--- src/rtl/sig_shift_ctrl_if.sv ---
// Operand-set handshake bundle for sig_shift_ctrl: input beat channel plus
// the registered shifter-operand channel returned downstream.
interface sig_shift_ctrl_if #(
  parameter int expWidth = 4,
  parameter int sigWidth = 4
);
  logic                    in_valid;
  logic                    in_ready;
  logic [expWidth*4-1:0]   in_exp;
  logic [sigWidth*4-1:0]   in_sig;
  logic [3:0]              in_sign;
  logic [1:0]              in_op;
  logic                    out_valid;
  logic                    out_ready;
  logic [expWidth*4-1:0]   exp_offset_num;
  logic [sigWidth*4-1:0]   significand;
  logic [3:0]              sign;
  logic [3:0]              complement_sign1;
  logic [3:0]              complement_sign2;
  logic [expWidth-1:0]     max_exp;
  logic [15:0]             beat_cnt;

  modport master (
    output in_valid, in_exp, in_sig, in_sign, in_op, out_ready,
    input  in_ready, out_valid, exp_offset_num, significand, sign,
           complement_sign1, complement_sign2, max_exp, beat_cnt
  );

  modport slave (
    input  in_valid, in_exp, in_sig, in_sign, in_op, out_ready,
    output in_ready, out_valid, exp_offset_num, significand, sign,
           complement_sign1, complement_sign2, max_exp, beat_cnt
  );
endinterface

--- src/rtl/sig_shift_ctrl.sv ---
// Two-stage alignment controller: finds the largest exponent of four terms and
// the per-term right-shift. Define SIG_SHIFT_CLAMP_EN to saturate shift amounts.
module sig_shift_ctrl #(
  parameter int expWidth   = 4,
  parameter int sigWidth   = 4,
  parameter int low_expand = 2
) (
  input  logic            clk,
  input  logic            rst_n,
  input  logic            flush,
  sig_shift_ctrl_if.slave bus
);

`ifdef SIG_SHIFT_CLAMP_EN
  // Beyond this shift the operand and its guard bits are entirely gone.
  localparam int SAT_LIMIT = sigWidth + 3 + low_expand;
`endif

  if (expWidth < 1 || sigWidth < 1 || low_expand < 0) begin : g_param_check
    $error("sig_shift_ctrl: illegal parameter set");
  end

  logic                  rdy_en_r;
  logic                  a_valid_r;
  logic [expWidth*4-1:0] a_exp_r;
  logic [sigWidth*4-1:0] a_sig_r;
  logic [3:0]            a_sign_r;
  logic [1:0]            a_op_r;

  logic                  b_free_s;
  logic                  acc_s;
  logic                  adv_s;
  logic                  hs_s;
  logic [3:0]            zero_s;
  logic [expWidth-1:0]   max_s;
  logic [expWidth*4-1:0] off_s;
  logic [3:0]            cs1_s;
  logic [3:0]            cs2_s;

  function automatic logic [7:0] op_masks(input logic [1:0] op);
    logic [7:0] m;
    case (op)
      2'b00:   m = {4'b0000, 4'b0000};
      2'b01:   m = {4'b0000, 4'b1100};
      2'b10:   m = {4'b1010, 4'b0101};
      2'b11:   m = {4'b0000, 4'b1111};
      default: m = {4'b0000, 4'b0000};
    endcase
    return m;
  endfunction

  function automatic logic [expWidth-1:0] sat_offset(input logic [expWidth-1:0] raw);
`ifdef SIG_SHIFT_CLAMP_EN
    logic [expWidth-1:0] r;
    if (int'(raw) > SAT_LIMIT) r = expWidth'(SAT_LIMIT);
    else                       r = raw;
    return r;
`else
    return raw;
`endif
  endfunction

  assign b_free_s     = !bus.out_valid | bus.out_ready;
  assign bus.in_ready = rdy_en_r & !flush & (!a_valid_r | b_free_s);
  assign acc_s        = bus.in_valid & bus.in_ready;
  assign adv_s        = a_valid_r & b_free_s;
  assign hs_s         = bus.out_valid & bus.out_ready;

  // Max exponent over non-zero terms, per-term offsets and op masks from stage A.
  always_comb begin
    zero_s = 4'b0000;
    max_s  = '0;
    off_s  = '0;
    for (int i = 0; i < 4; i++) begin
      zero_s[i] = (a_exp_r[expWidth*i +: expWidth] == '0) &&
                  (a_sig_r[sigWidth*i +: sigWidth] == '0);
      max_s = (!zero_s[i] && (a_exp_r[expWidth*i +: expWidth] > max_s)) ?
              a_exp_r[expWidth*i +: expWidth] : max_s;
    end
    for (int i = 0; i < 4; i++) begin
      // A zero term is shifted by the full range so it contributes nothing.
      if (zero_s[i]) off_s[expWidth*i +: expWidth] = sat_offset('1);
      else           off_s[expWidth*i +: expWidth] = sat_offset(max_s - a_exp_r[expWidth*i +: expWidth]);
    end
    {cs1_s, cs2_s} = op_masks(a_op_r);
  end

  // Holds in_ready low until the first clock after reset release.
  always_ff @(posedge clk or negedge rst_n) begin
    if (!rst_n) rdy_en_r <= 1'b0;
    else        rdy_en_r <= 1'b1;
  end

  // Stage A: capture of the accepted input beat, op included.
  always_ff @(posedge clk or negedge rst_n) begin
    if (!rst_n) begin
      a_valid_r <= 1'b0;
      a_exp_r   <= '0;
      a_sig_r   <= '0;
      a_sign_r  <= 4'b0000;
      a_op_r    <= 2'b00;
    end else if (flush) begin
      a_valid_r <= 1'b0;
    end else if (acc_s) begin
      a_valid_r <= 1'b1;
      a_exp_r   <= bus.in_exp;
      a_sig_r   <= bus.in_sig;
      a_sign_r  <= bus.in_sign;
      a_op_r    <= bus.in_op;
    end else if (adv_s) begin
      a_valid_r <= 1'b0;
    end
  end

  // Stage B: registered operand set, held while downstream stalls.
  always_ff @(posedge clk or negedge rst_n) begin
    if (!rst_n) begin
      bus.out_valid        <= 1'b0;
      bus.max_exp          <= '0;
      bus.exp_offset_num   <= '0;
      bus.significand      <= '0;
      bus.sign             <= 4'b0000;
      bus.complement_sign1 <= 4'b0000;
      bus.complement_sign2 <= 4'b0000;
    end else if (flush) begin
      bus.out_valid <= 1'b0;
    end else if (adv_s) begin
      bus.out_valid        <= 1'b1;
      bus.max_exp          <= max_s;
      bus.exp_offset_num   <= off_s;
      bus.significand      <= a_sig_r;
      bus.sign             <= a_sign_r;
      bus.complement_sign1 <= cs1_s;
      bus.complement_sign2 <= cs2_s;
    end else if (hs_s) begin
      bus.out_valid <= 1'b0;
    end
  end

  // Completed output beat counter, free-running wrap at 16 bits.
  always_ff @(posedge clk or negedge rst_n) begin
    if (!rst_n)    bus.beat_cnt <= 16'd0;
    else if (hs_s) bus.beat_cnt <= bus.beat_cnt + 16'd1;
  end

endmodule
--- src/flat_wrapper.sv ---
// flat-port wrapper written by rule: the top's interface ports become plain ports
module sig_shift_ctrl_flat 
#(
  parameter int expWidth   = 4,
  parameter int sigWidth   = 4,
  parameter int low_expand = 2
)
  (clk, rst_n, flush, bus_in_valid, bus_in_exp, bus_in_sig, bus_in_sign, bus_in_op, bus_out_ready, bus_in_ready, bus_out_valid, bus_exp_offset_num, bus_significand, bus_sign, bus_complement_sign1, bus_complement_sign2, bus_max_exp, bus_beat_cnt);
  sig_shift_ctrl_if #(.expWidth(expWidth), .sigWidth(sigWidth)) bus_i ();
  input  logic clk;
  input  logic rst_n;
  input  logic flush;
  input wire logic [$bits(bus_i.in_valid)-1:0] bus_in_valid;
  input wire logic [$bits(bus_i.in_exp)-1:0] bus_in_exp;
  input wire logic [$bits(bus_i.in_sig)-1:0] bus_in_sig;
  input wire logic [$bits(bus_i.in_sign)-1:0] bus_in_sign;
  input wire logic [$bits(bus_i.in_op)-1:0] bus_in_op;
  input wire logic [$bits(bus_i.out_ready)-1:0] bus_out_ready;
  output wire logic [$bits(bus_i.in_ready)-1:0] bus_in_ready;
  output wire logic [$bits(bus_i.out_valid)-1:0] bus_out_valid;
  output wire logic [$bits(bus_i.exp_offset_num)-1:0] bus_exp_offset_num;
  output wire logic [$bits(bus_i.significand)-1:0] bus_significand;
  output wire logic [$bits(bus_i.sign)-1:0] bus_sign;
  output wire logic [$bits(bus_i.complement_sign1)-1:0] bus_complement_sign1;
  output wire logic [$bits(bus_i.complement_sign2)-1:0] bus_complement_sign2;
  output wire logic [$bits(bus_i.max_exp)-1:0] bus_max_exp;
  output wire logic [$bits(bus_i.beat_cnt)-1:0] bus_beat_cnt;
  assign bus_i.in_valid = bus_in_valid;
  assign bus_i.in_exp = bus_in_exp;
  assign bus_i.in_sig = bus_in_sig;
  assign bus_i.in_sign = bus_in_sign;
  assign bus_i.in_op = bus_in_op;
  assign bus_i.out_ready = bus_out_ready;
  assign bus_in_ready = bus_i.in_ready;
  assign bus_out_valid = bus_i.out_valid;
  assign bus_exp_offset_num = bus_i.exp_offset_num;
  assign bus_significand = bus_i.significand;
  assign bus_sign = bus_i.sign;
  assign bus_complement_sign1 = bus_i.complement_sign1;
  assign bus_complement_sign2 = bus_i.complement_sign2;
  assign bus_max_exp = bus_i.max_exp;
  assign bus_beat_cnt = bus_i.beat_cnt;
  sig_shift_ctrl #(.expWidth(expWidth), .sigWidth(sigWidth), .low_expand(low_expand)) u_core (.clk(clk), .rst_n(rst_n), .flush(flush), .bus(bus_i));
endmodule
--- config.mk ---
export PLATFORM = sky130hd
export DESIGN_NAME = sig_shift_ctrl_flat
export DESIGN_NICKNAME = d
export VERILOG_FILES = /design/src/rtl/sig_shift_ctrl_if.sv /design/src/rtl/sig_shift_ctrl.sv /design/src/flat_wrapper.sv
export SDC_FILE = /design/constraint.sdc
export NUM_CORES = 1
export LEC_CHECK = 0
export BUFFER_PORTS_ARGS = -buffer_cell sky130_fd_sc_hd__buf_2
export CAP_MARGIN = 20
export CORE_MARGIN = 2
export CORE_UTILIZATION = 37
export DETAILED_ROUTE_END_ITERATION = 7
export GPL_TIMING_DRIVEN = 0
export PLACE_DENSITY_LB_ADDON = 0.25
export SYNTH_ARGS = -nofsm -noshare
export SYNTH_HDL_FRONTEND = slang
export SYNTH_SLANG_ARGS = --single-unit
export TNS_END_PERCENT = 30
--- constraint.sdc ---
create_clock -name clk -period 8.9 [get_ports clk]
set_input_delay 1.78 -clock clk [delete_from_list [all_inputs] [get_ports clk]]
set_output_delay 1.78 -clock clk [all_outputs]
set_load 0.05 [all_outputs]
==> summary.md, run 1 <==
| Metric | Value |
|---|---|
| MaxCap Viol Count | 0 |
| Total track usage | 17.71% |
| Clk slew on worst S/H paths | ~0.07 ns |
| Ratio of final minimum period to clock period | slightly above 80% |
| Kind of critical path | reg2reg |
| Via-per-instance ratio | just under 5 |
| Global-route wire length before repair | 19.69 mm |
| Share of cells above drive strength 1 | a little under a third |
| Clock Root Buffer | clkbuf_16 |
| Initial cell density of the core | a little under two fifths |
| Pre-CTS setup slack | approximately 1.6 ns |
| Worst skew pair latency | approximately 0.35 ns |
| Clk_skew | 0.005269 ns |
| Crit-path max FO | 10 |
| # nets final | roughly 660 |
| Detailed Route WL | roughly 12 mm |
| DRT Pass-1 Iters | 4 |
| Leakage | ~3.0 nW |
| Routed WL per cell | 15.67 µm |
| Setup bufs post-CTS | 0 |
| IO Count | 109 |
| Synthesized instance count | roughly 470 |
| Status | completed |
| Post-layout worst setup margin | between 1.5 and 2 ns |
| Final min period | a little over 7 ns |
| Syn. warnings | 0 |
| Clock Power Share | between 15 and 20% |
| Critical path's slowest cell | mux2i_1 |
| Largest net degree at the start of global routing | 74 |
| Unrepaired setup endpoints after global routing | false |
| # hold bufs at CTS | 0 |
| ANT nets after route | 0 |
| Final Hold Viols | 0 |
| Main flop type after synthesis | dfrtp_1 |
| Area of the multi-input gates | about 2300 µm² |
| Number of synthesized register bits | slightly above 100 |
| Setup TNS | 0 ns |
| # fillers | around 1,300 |
| Switching share of power | 47.37% |
| DRC errors left | 0 |
| Synth Area in Compound Gates | a little under a tenth |
| Rel. slew slack | a little over 30% |
| Final setup viols | 0 |
| Num CTS Buffers | 9 |
| Power per cell area | approximately 370 nW/µm² |
| Min-delay worst type | reg2reg |
| Initial antenna violation count | 1 |
| Core box area | approximately 13,000 µm² |
| Switch Pwr | between 1 and 1.5 mW |
| Crit. End Element | flop |
| Fmax | 137.7 MHz |
| Die Area | between 10,000 and 15,000 µm² |
| Synth Area in XOR/XNOR | approximately 4.2% |
| Slew of the pin with the lowest slew margin | 1.005 ns |
| Peak supply drop | 0.1294 mV |
| Largest family of logic cells by synthesized area | simple AND/OR/NAND/NOR gates |
| Mapped cell area | between 5000 and 6000 µm² |
| Sequential fraction of the synthesis area | between 50% and 60% |
| Slowest stage delay, CP | between 0.9 and 1 ns |
| Synthesis-to-layout area growth | 21.00% |
| Clock sink total | about 100 |
| GP Congestion | just over 0.9 |
| CP Launch Type | flop |
| Req. time, crit path | about 9.1 ns |
| Clock Tree Buf Depth | 2 |
| Sequential Area | between 2000 and 3000 µm² |
| Comb pwr share | between 50% and 60% |
| Post-synthesis adder-cell area fraction | under 10% |
| Simple-Gate Fraction of Synth Area | between 10 and 15% |
| Starting DRT DRC Count | 192 |
| Vias in the first global route | roughly 3,800 |
| Post-DP HPWL | just over 9 mm |
| Yosys cell types | 51 |
| Pins Over Slew Limit | 0 |
| IO Port Bufs | between 100 and 150 |
| Grt ovf | 0 |
| Arr. time, crit path | roughly 7.5 ns |
| Via Count | roughly 3,800 |
| CTS tree | done |
| Number of synthesized flops with an enable pin | 0 |
| Syn_area_per_cell | between 10 and 15 µm² |
| Seq pwr share | approximately 29% |
| Multiplexer share of the synthesized area | under 10% |
| Async S/R FF share, synth | 100.0% |
| Die Wd | about 120 µm |
| FP Rows | 42 |
| Die Y | roughly 120 µm |
| Post-CTS resize count | 0 |
| Int Pwr | between 1 and 1.5 mW |
| CTS H-tree depth | 3 |
==> cells by family (layout without fill, tap and decap cells) <==
kind of cell / after synthesis / count (layout)
fa+ha+maj: 28 / 28
flops: 102 / 102
xor+xnor: 24 / 24
other cells: 2 / 4
mux: 43 / 43
compound gates: 64 / 64
simple gates: 167 / 167
buf+inv: 42 / 165
==> cells in the mapped netlist, types with 6 or more instances <==
cell      count  area share, %
inv_1        24            1.8
nor4_1        6           0.75
clkbuf_1     14            1.0
mux2_2       41            9.2
xnor2_1      17            3.0
a21oi_1      21            2.1
dfrtp_1     102             51
a21o_1        6           0.90
a31oi_1       7           0.87
ha_1         24            6.0
o21ai_0       9           0.90
nor2_1       28            2.1
nand3_1       9           0.90
xor2_1        7            1.2
nand2_1      94            7.0
==> metrics by stage <==
stage	hold slack, ns	utilization (%)	power, mW	instances	instance area (µm²)
floorplan	0.4331	-	1.612	473	5026
global placement	0.4440	43.62	1.905	755	5777
detailed placement	0.4494	43.85	1.927	756	5807
CTS	0.4706	45.87	2.301	772	6075
global route	0.4921	45.89	2.451	773	6077
finish	0.4670	45.89	2.278	773	6077
==> power by group through the flow <==
stage / registers [mW] / clock network (mW) / logic, mW
global route: 0.687 / 0.400 / 1.36
global placement: 0.673 / 0 / 1.23
detailed placement: 0.679 / 0 / 1.25
finish: 0.669 / 0.369 / 1.24
CTS: 0.670 / 0.376 / 1.25
floorplan: 0.944 / 0 / 0.668
==> worst max-delay path: cells and delay by family, from the launching register on <==
kind	cells	cell delay, ns
AO/OA/AOI/OAI	13	2.72
XOR/XNOR	2	0.34
adder cells (fa/ha/maj)	4	1.14
buffers and inverters	5	0.74
flip-flops	1	0.48
multiplexers	2	1.27
AND/OR/NAND/NOR	3	0.43
==> path summary, 6_finish.rpt <==
kind                                    start                      endpoint  slack [ns]  cells after the start
max                         u_core.a_exp_r[1]  u_core.bus.exp_offset_num[7]        1.64                     29
min                        u_core.a_sign_r[2]            u_core.bus.sign[2]        0.47                      2
max reg2reg                 u_core.a_exp_r[1]  u_core.bus.exp_offset_num[7]        1.64                     29
min reg2reg                u_core.a_sign_r[2]            u_core.bus.sign[2]        0.47                      2
max in group asynchronous               rst_n    u_core.bus.significand[11]        6.84                      2
min in group asynchronous               rst_n  u_core.bus.exp_offset_num[6]        1.36                      1
==> flip-flops by register name, summed over array words and instances, names as in the netlist <==
name	count
u_core.bus.sign	4
u_core.a_sig_r	16
u_core.bus.max_exp	4
u_core.bus.significand	16
u_core.bus.beat_cnt	16
u_core.rdy_en_r	1
u_core.bus.complement_sign1	1
u_core.bus.out_valid	1
u_core.bus.complement_sign2	4
u_core.a_sign_r	4
u_core.a_valid_r	1
u_core.a_op_r	2
u_core.bus.exp_offset_num	16
u_core.a_exp_r	16
==> final cells by class <==
type,count,share of cell area (%)
plain buffers,18,1.421
diodes,1,0.04118
well taps,176,3.624
multi-input cells,329,37.80
inverters,24,1.482
clock buffers,12,3.891
repair buffers,107,9.224
clock inverters,4,0.5147
flip-flops and latches,102,42.00
==> layer usage <==
| layer | global-route usage [%] | vias to the layer above | part of all wire [%] |
|---|---|---|---|
| li1 | - | 1845 | - |
| met1 | 23.42 | 1808 | 46 |
| met2 | 27.72 | 97 | 47 |
| met3 | 5.142 | 12 | 5.6 |
| met4 | 6.323 | 0 | 1.5 |
| met5 | 0 | - | 0 |
==> cells in the final DEF, fill, tap and decap left out, types with 2 or more instances in the layout <==
cell	instances
inv_1	24
or2_2	2
clkinvlp_4	3
a21o_1	6
o21ai_0	9
nor2_1	28
fa_1	4
a41oi_2	2
a21oi_1	21
and3_1	3
dfrtp_1	102
ha_1	24
xnor2_1	17
nand2b_1	5
o31ai_2	2
mux2i_1	2
clkbuf_1	17
o21a_1	3
nand2_1	94
nand3_1	9
a31oi_1	7
nand4_1	3
buf_2	105
clkbuf_16	9
nor3_1	5
buf_4	4
mux2_2	41
conb_1	3
nor4_1	6
or4_4	2
xor2_1	7
nor2b_1	3
Power figures use the tool's default switching activity.
==> inputs of run 2 (changes only) <==
==> constraint.sdc (replaced) <==
create_clock -name clk -period 6.6 [get_ports clk]
set_input_delay 1.32 -clock clk [delete_from_list [all_inputs] [get_ports clk]]
set_output_delay 1.32 -clock clk [all_outputs]
set_load 0.05 [all_outputs]
==> run 2 against run 1 <==
Net effect: hold slack about the same; sequential share of layout area decreased by 0.61 points; global-route usage about the same; utilization increased by 0.67 points; clock power is 34% higher; sequential power increased by 35%; critical path depth is 1 lower; cell area up 1.5%; register-to-register slack worse by 1.2 ns; sequential cell count is the same; final cell count increased by 0.52%; total power increased by 41%.
==> summary.md, run 2 (synthesis results as in run 1) <==
| Metric | Value |
|---|---|
| Status | completed |
| Unrepaired setup endpoints after global routing | false |
| Crit-path max FO | 10 (unchanged) |
| Total power | 3.209 mW (+41%) |
| Leakage | 3.023 nW (+0.89%) |
| Post-DP Area | 5807 µm² (unchanged) |
| # nets final | 666 (+0.60%) |
| Synthesis-to-layout area growth | 22.77% |
| Final Hold Viols | 0 (unchanged) |
| Crit path buf inv count | 5 (unchanged) |
| R2R cell count | 28 (-3.4%) |
| # fillers | 1,282 (-0.47%) |
| Most common cell after layout, fill and taps aside | buf_2 |
| Final setup viols | 0 (unchanged) |
| Delay-heaviest family, CP | compound AO/OA/AOI/OAI gates |
| Crit. End Element | flop |
| IO Port Bufs | 106 (unchanged) |
| Largest net degree at the start of global routing | 74 (unchanged) |
| IO Count | 109 (unchanged) |
| Arr. time, crit path | 6.38 ns (-1.11 ns) |
| CP Launch Type | flop |
| Clock Root Buffer | clkbuf_16 |
| Clk slew on worst S/H paths | 0.07 ns (about the same) |
| Die Wd | 120.5 µm (unchanged) |
| Starting DRT DRC Count | 184 (-4.2%) |
| Total track usage | 17.74% (+0.032 points) |
| R2R Path Start | u_core.a_exp_r[1] |
| Critical path's slowest cell | dfrtp_1 |
| Slew of the pin with the lowest slew margin | 0.8454 ns (-0.1596 ns) |
| Fmax | 162.3 MHz (+18%) |
| Via Count | 3,768 (+0.16%) |
| Num CTS Buffers | 9 (unchanged) |
| Routed WL per cell | 15.66 µm (about the same) |
| Crit path from | u_core.a_exp_r[1] |
| Global-route wire length before repair | 19.73 mm (+0.21%) |
| Reg2reg setup slack | 0.44 ns (-1.20 ns) |
| Share of cells above drive strength 1 | 32.17% (+1.5 points) |
| DRC errors left | 0 (unchanged) |
| Clk_skew | 0.005395 ns (+0.0001264 ns) |
| Die Area | 14,520 µm² (unchanged) |
| Ratio of final minimum period to clock period | 93.35% (+12 points) |
| Grt ovf | 0 (unchanged) |
| DRT Pass-1 Iters | 4 (unchanged) |
| Initial cell density of the core | 37.93% (unchanged) |
| Detailed Route WL | 12.17 mm (+0.48%) |
| Via-per-instance ratio | 4.849 (-0.36%) |
| CTS H-tree depth | 3 (unchanged) |
| CP Depth | 28 (-3.4%) |
| Clock sink total | 102 (unchanged) |
| Min-delay worst type | reg2reg |
| FF-to-FF End | u_core.bus.exp_offset_num[7] |
| FP Rows | 42 (unchanged) |
| Rel. slew slack | 43.12% (+12 points) |
| Power per cell area | 520.4 nW/µm² (+39%) |
| Req. time, crit path | 6.82 ns (-2.30 ns) |
| GP Congestion | 0.9180 (unchanged) |
| Worst skew pair latency | 0.35 ns (about the same) |
| Core box area | 13,240 µm² (unchanged) |
| MaxCap Viol Count | 0 (unchanged) |
| Most used cell, CP | ha_1 |
| Vias in the first global route | 3,828 (unchanged) |
| # hold bufs at CTS | 0 (unchanged) |
| Peak supply drop | 0.1897 mV (+47%) |
| Slowest stage delay, CP | 0.47 ns (-0.44 ns) |
| Crit path capture | u_core.bus.exp_offset_num[7] |
| Clock Tree Buf Depth | 2 (unchanged) |
| CTS tree | done |
| ANT nets after route | 0 (unchanged) |
| Die Y | 120.5 µm (unchanged) |
| Pins Over Slew Limit | 0 (unchanged) |
| Fin util | 46.56% (+0.67 points) |
| Kind of critical path | reg2reg |
| Design area | 6166 µm² (+1.5%) |
| Final min period | 6.161 ns (-1.103 ns) |
| Post-DP HPWL | 9.180 mm (unchanged) |
| Commonest cells after routing, fill and taps aside | buf_2, dfrtp_1, nand2_1 |
| Initial antenna violation count | 1 (unchanged) |
==> run 2: cell types whose count changed in the layout (fill, tap and decap cells not counted), moves of 2 or more <==
cell     previous run  this run
buf_4               4         8
mux2i_1             2         0
a21oi_1            21        19
mux2i_4             0         2
==> run 2: worst min-delay path by stage <==
stage	startpoint	endpoint	slack, ns	cells past startpoint
floorplan	u_core.a_sign_r[0]	u_core.bus.sign[0]	0.43	2
global placement	u_core.a_sign_r[3]	u_core.bus.sign[3]	0.44	2
detailed placement	u_core.a_sign_r[1]	u_core.bus.sign[1]	0.45	2
CTS	u_core.a_sign_r[2]	u_core.bus.sign[2]	0.47	2
global route	u_core.bus.significand[14]	u_core.bus.significand[14]	0.49	2
finish	u_core.a_sign_r[2]	u_core.bus.sign[2]	0.47	2
==> run 2: timing repair <==
item / CTS / global route
resized for setup: 4 / 7
endpoints found under the setup margin: 4 / 12
pin swaps: 0 / 1
buffers inserted: 1 / 3
==> run 2: power breakdown <==
group | internal, mW | switching, mW
clock | 0.258 | 0.235
sequential | 0.780 | 0.122
combinational | 0.668 | 1.15
total | 1.71 | 1.50
==> run 2: cell type report <==
class                   count  area (µm²)  share of cell area (%)
inverters                  24       90.09                   1.461
well taps                 176       220.2                   3.571
plain buffers              18       86.33                   1.400
clock inverters             4       31.28                  0.5073
multi-input cells         329        2356                   38.21
repair buffers            111       590.6                   9.578
flip-flops and latches    102        2552                   41.40
diodes                      1       2.502                 0.04058
clock buffers              12       236.5                   3.835
==> run 2: tightest hold or removal path, stage by stage (launching register included) <==
cell and delay (ns):
dfrtp_1 0.34, nand2_1 0.05, nand2_1 0.04
==> run 2: through the flow <==
stage          instances  setup WS, ns  setup TNS [ns]  hold slack, ns
5_1_grt              777       0.01598               0          0.4920
4_1_cts              773      0.009776               0          0.4706
6_report             777        0.4390               0          0.4669
3_5_place_dp         756       -0.6949          -2.536          0.4494
2_1_floorplan        473        0.7082               0          0.4331
3_3_place_gp         755       -0.5886          -2.096          0.4440
==> run 2: layer usage <==
metal	GRT usage, %	vias to the layer above	part of all wire [%]
li1	-	1853	-
met1	23.43	1825	46
met2	28.07	76	48
met3	3.774	14	4.6
met4	7.922	0	1.9
met5	0	-	0
==> inputs of run 3 (changes only) <==
--- a/config.mk
+++ b/config.mk
@@ -8,10 +8,11 @@
 export BUFFER_PORTS_ARGS = -buffer_cell sky130_fd_sc_hd__buf_2
 export CAP_MARGIN = 20
 export CORE_MARGIN = 2
-export CORE_UTILIZATION = 37
+export CORE_UTILIZATION = 49
 export DETAILED_ROUTE_END_ITERATION = 7
 export GPL_TIMING_DRIVEN = 0
 export PLACE_DENSITY_LB_ADDON = 0.25
+export SLEW_MARGIN = 20
 export SYNTH_ARGS = -nofsm -noshare
 export SYNTH_HDL_FRONTEND = slang
 export SYNTH_SLANG_ARGS = --single-unit
==> run 3 against run 2 <==
Net effect: combinational power barely moved; hold slack gained 0.0067 ns; clock skew rose by 0.013 ns; utilization rose by 15 points; via count grew 1.6%.
==> summary.md, run 3 (synthesis results as in run 1) <==
| Metric | Value |
|---|---|
| Worst skew pair latency | 0.37 ns (+0.02 ns) |
| ANT nets after route | 0 (unchanged) |
| Reg2reg setup slack | 0.36 ns (-0.08 ns) |
| R2R Path Start | u_core.a_exp_r[2] |
| Clock sink total | 102 (unchanged) |
| Critical path's slowest cell | o31ai_2 |
| Peak supply drop | 0.3668 mV (+93%) |
| Most common cell after layout, fill and taps aside | buf_2 |
| Power per cell area | 512.9 nW/µm² (-1.4%) |
| Arr. time, crit path | 6.48 ns (+0.10 ns) |
| Rel. slew slack | 55.45% (+12 points) |
| CTS tree | done |
| Crit-path max FO | 10 (unchanged) |
| GP Congestion | 0.8608 (-6.2%) |
| Final min period | 6.239 ns (+0.07838 ns) |
| Ratio of final minimum period to clock period | 94.54% (+1.2 points) |
| Area of the multi-input gates | 2336 µm² (-0.85%) |
| CP Launch Type | flop |
| Slowest stage delay, CP | 0.42 ns (-0.05 ns) |
| Routed WL per cell | 15.65 µm (about the same) |
| Initial cell density of the core | 50.91% (+13 points) |
| Starting DRT DRC Count | 173 (-6.0%) |
| Req. time, crit path | 6.84 ns (+0.02 ns) |
| FF-to-FF End | u_core.bus.exp_offset_num[3] |
| CTS H-tree depth | 3 (unchanged) |
| DRC errors left | 0 (unchanged) |
| Pins Over Slew Limit | 0 (unchanged) |
| Commonest cells after routing, fill and taps aside | buf_2, dfrtp_1, nand2_1 |
| MaxCap Viol Count | 0 (unchanged) |
| Min-Delay Startpoint | u_core.a_sign_r[0] |
| Die Y | 105.2 µm (-13%) |
| Largest net degree at the start of global routing | 79 (+6.8%) |
| Post-DP Area | 5757 µm² (-0.86%) |
| Detailed Route WL | 11.52 mm (-5.3%) |
| Num CTS Buffers | 9 (unchanged) |
| Antenna diodes | 0 (-1) |
| Leakage | 3.001 nW (-0.72%) |
| Die Wd | 105.2 µm (-13%) |
| FP Rows | 36 (-14%) |
| IO Count | 109 (unchanged) |
| DRT Pass-1 Iters | 5 (+1) |
| Crit path buf inv count | 5 (unchanged) |
| # nets final | 670 (+0.60%) |
| Slew of the pin with the lowest slew margin | 0.6683 ns (-0.1771 ns) |
| Initial antenna violation count | 0 (-1) |
| Final Hold Viols | 0 (unchanged) |
| Sequential Area | 2555 µm² (about the same) |
| Hold path depth | 2 (unchanged) |
| Clock Root Buffer | clkbuf_8 |
| Status | completed |
| Grt ovf | 0 (unchanged) |
| R2R cell count | 29 (+3.6%) |
| IO Port Bufs | 106 (unchanged) |
| Share of cells above drive strength 1 | 33.33% (+1.2 points) |
| Hold Path End | u_core.bus.sign[0] |
| # fillers | 838 (-35%) |
| Vias in the first global route | 3,859 (+0.81%) |
| Design area | 6040 µm² (-2.0%) |
| Post-DP HPWL | 8.631 mm (-6.0%) |
| Kind of critical path | reg2reg |
| Clock Tree Buf Depth | 2 (unchanged) |
| Clk_skew | 0.01889 ns (+0.01350 ns) |
| Final setup viols | 0 (unchanged) |
| Core box area | 9864 µm² (-26%) |
| Min-delay worst type | reg2reg |
| Via Count | 3,829 (+1.6%) |
| Placed insts | 713 (-5.7%) |
| Via-per-instance ratio | 5.202 (+7.3%) |
| Total track usage | 21.52% (+3.8 points) |
| Setup TNS | 0 ns (unchanged) |
| Non-Filler Instances | 736 (-5.3%) |
| Global-route wire length before repair | 18.98 mm (-3.8%) |
| Synthesis-to-layout area growth | 20.25% |
| Delay-heaviest family, CP | compound AO/OA/AOI/OAI gates |
| Clk slew on worst S/H paths | 0.11 ns (+0.04 ns) |
| Fmax | 160.3 MHz (-1.3%) |
| Crit. End Element | flop |
| Die Area | 11,080 µm² (-24%) |
-- run 3: area by class of cell --
type	count	area share, %
clock inverter	6	0.9530
tap	133	2.755
timing repair buffer	115	10.34
clock buffer	9	2.051
sequential	102	42.30
buffer	18	1.429
inverter	24	1.492
multi-input combinational	329	38.68
-- run 3: worst max-delay path by stage --
stage,endpoint,cells past startpoint,startpoint,slack (ns)
CTS,u_core.bus.exp_offset_num[7],29,u_core.a_exp_r[1],0.001
floorplan,u_core.bus.exp_offset_num[7],29,u_core.a_exp_r[1],0.71
detailed placement,u_core.bus.exp_offset_num[3],29,u_core.a_exp_r[1],-0.44
global route,u_core.bus.exp_offset_num[3],29,u_core.a_exp_r[1],-0.06
global placement,u_core.bus.exp_offset_num[3],29,u_core.a_exp_r[1],-0.20
finish,u_core.bus.exp_offset_num[3],29,u_core.a_exp_r[2],0.36
-- run 3: timing repair --
action | CTS | global route
pin swaps | 0 | 2
endpoints found under the setup margin | 4 | 12
setup buffers | 0 | 8
gates resized for setup | 3 | 7
hold buffers | 0 | 0
-- run 3: metal layers --
| layer | GRT usage, % | share of wire (%) | up-vias |
|---|---|---|---|
| met5 | 0 | 0 | - |
| met4 | 5.143 | 1.2 | 0 |
| met3 | 4.082 | 5.3 | 13 |
| met2 | 34.52 | 47 | 107 |
| met1 | 30.35 | 47 | 1861 |
| li1 | - | - | 1848 |
-- run 3: worst register-to-register path: cells and delay by family (launching register included) --
family	cells	cell delay, ns
AO/OA/AOI/OAI	13	2.50
adder cells (fa/ha/maj)	4	1.07
multiplexers	2	0.75
buffers and inverters	5	0.68
flip-flops	1	0.40
AND/OR/NAND/NOR	3	0.39
XOR/XNOR	2	0.34
-- run 3: metrics by stage --
stage | hold WS [ns] | total power, mW | setup WS [ns] | utilization, %
2_1_floorplan | 0.4331 | 2.174 | 0.7082 | -
3_3_place_gp | 0.4414 | 2.511 | -0.1950 | 58.02
3_5_place_dp | 0.4539 | 2.580 | -0.4401 | 58.36
4_1_cts | 0.4797 | 2.993 | 0.001353 | 60.36
5_1_grt | 0.4986 | 3.305 | -0.06393 | 61.23
6_report | 0.4735 | 3.098 | 0.3606 | 61.23
-- run 3: power breakdown --
group | internal (mW) | leakage [nW] | switching, mW | total, mW
Sequential | 0.779 | 1.25 | 0.122 | 0.901
Combinational | 0.680 | 1.66 | 1.14 | 1.82
Clock | 0.142 | 0.0851 | 0.233 | 0.375
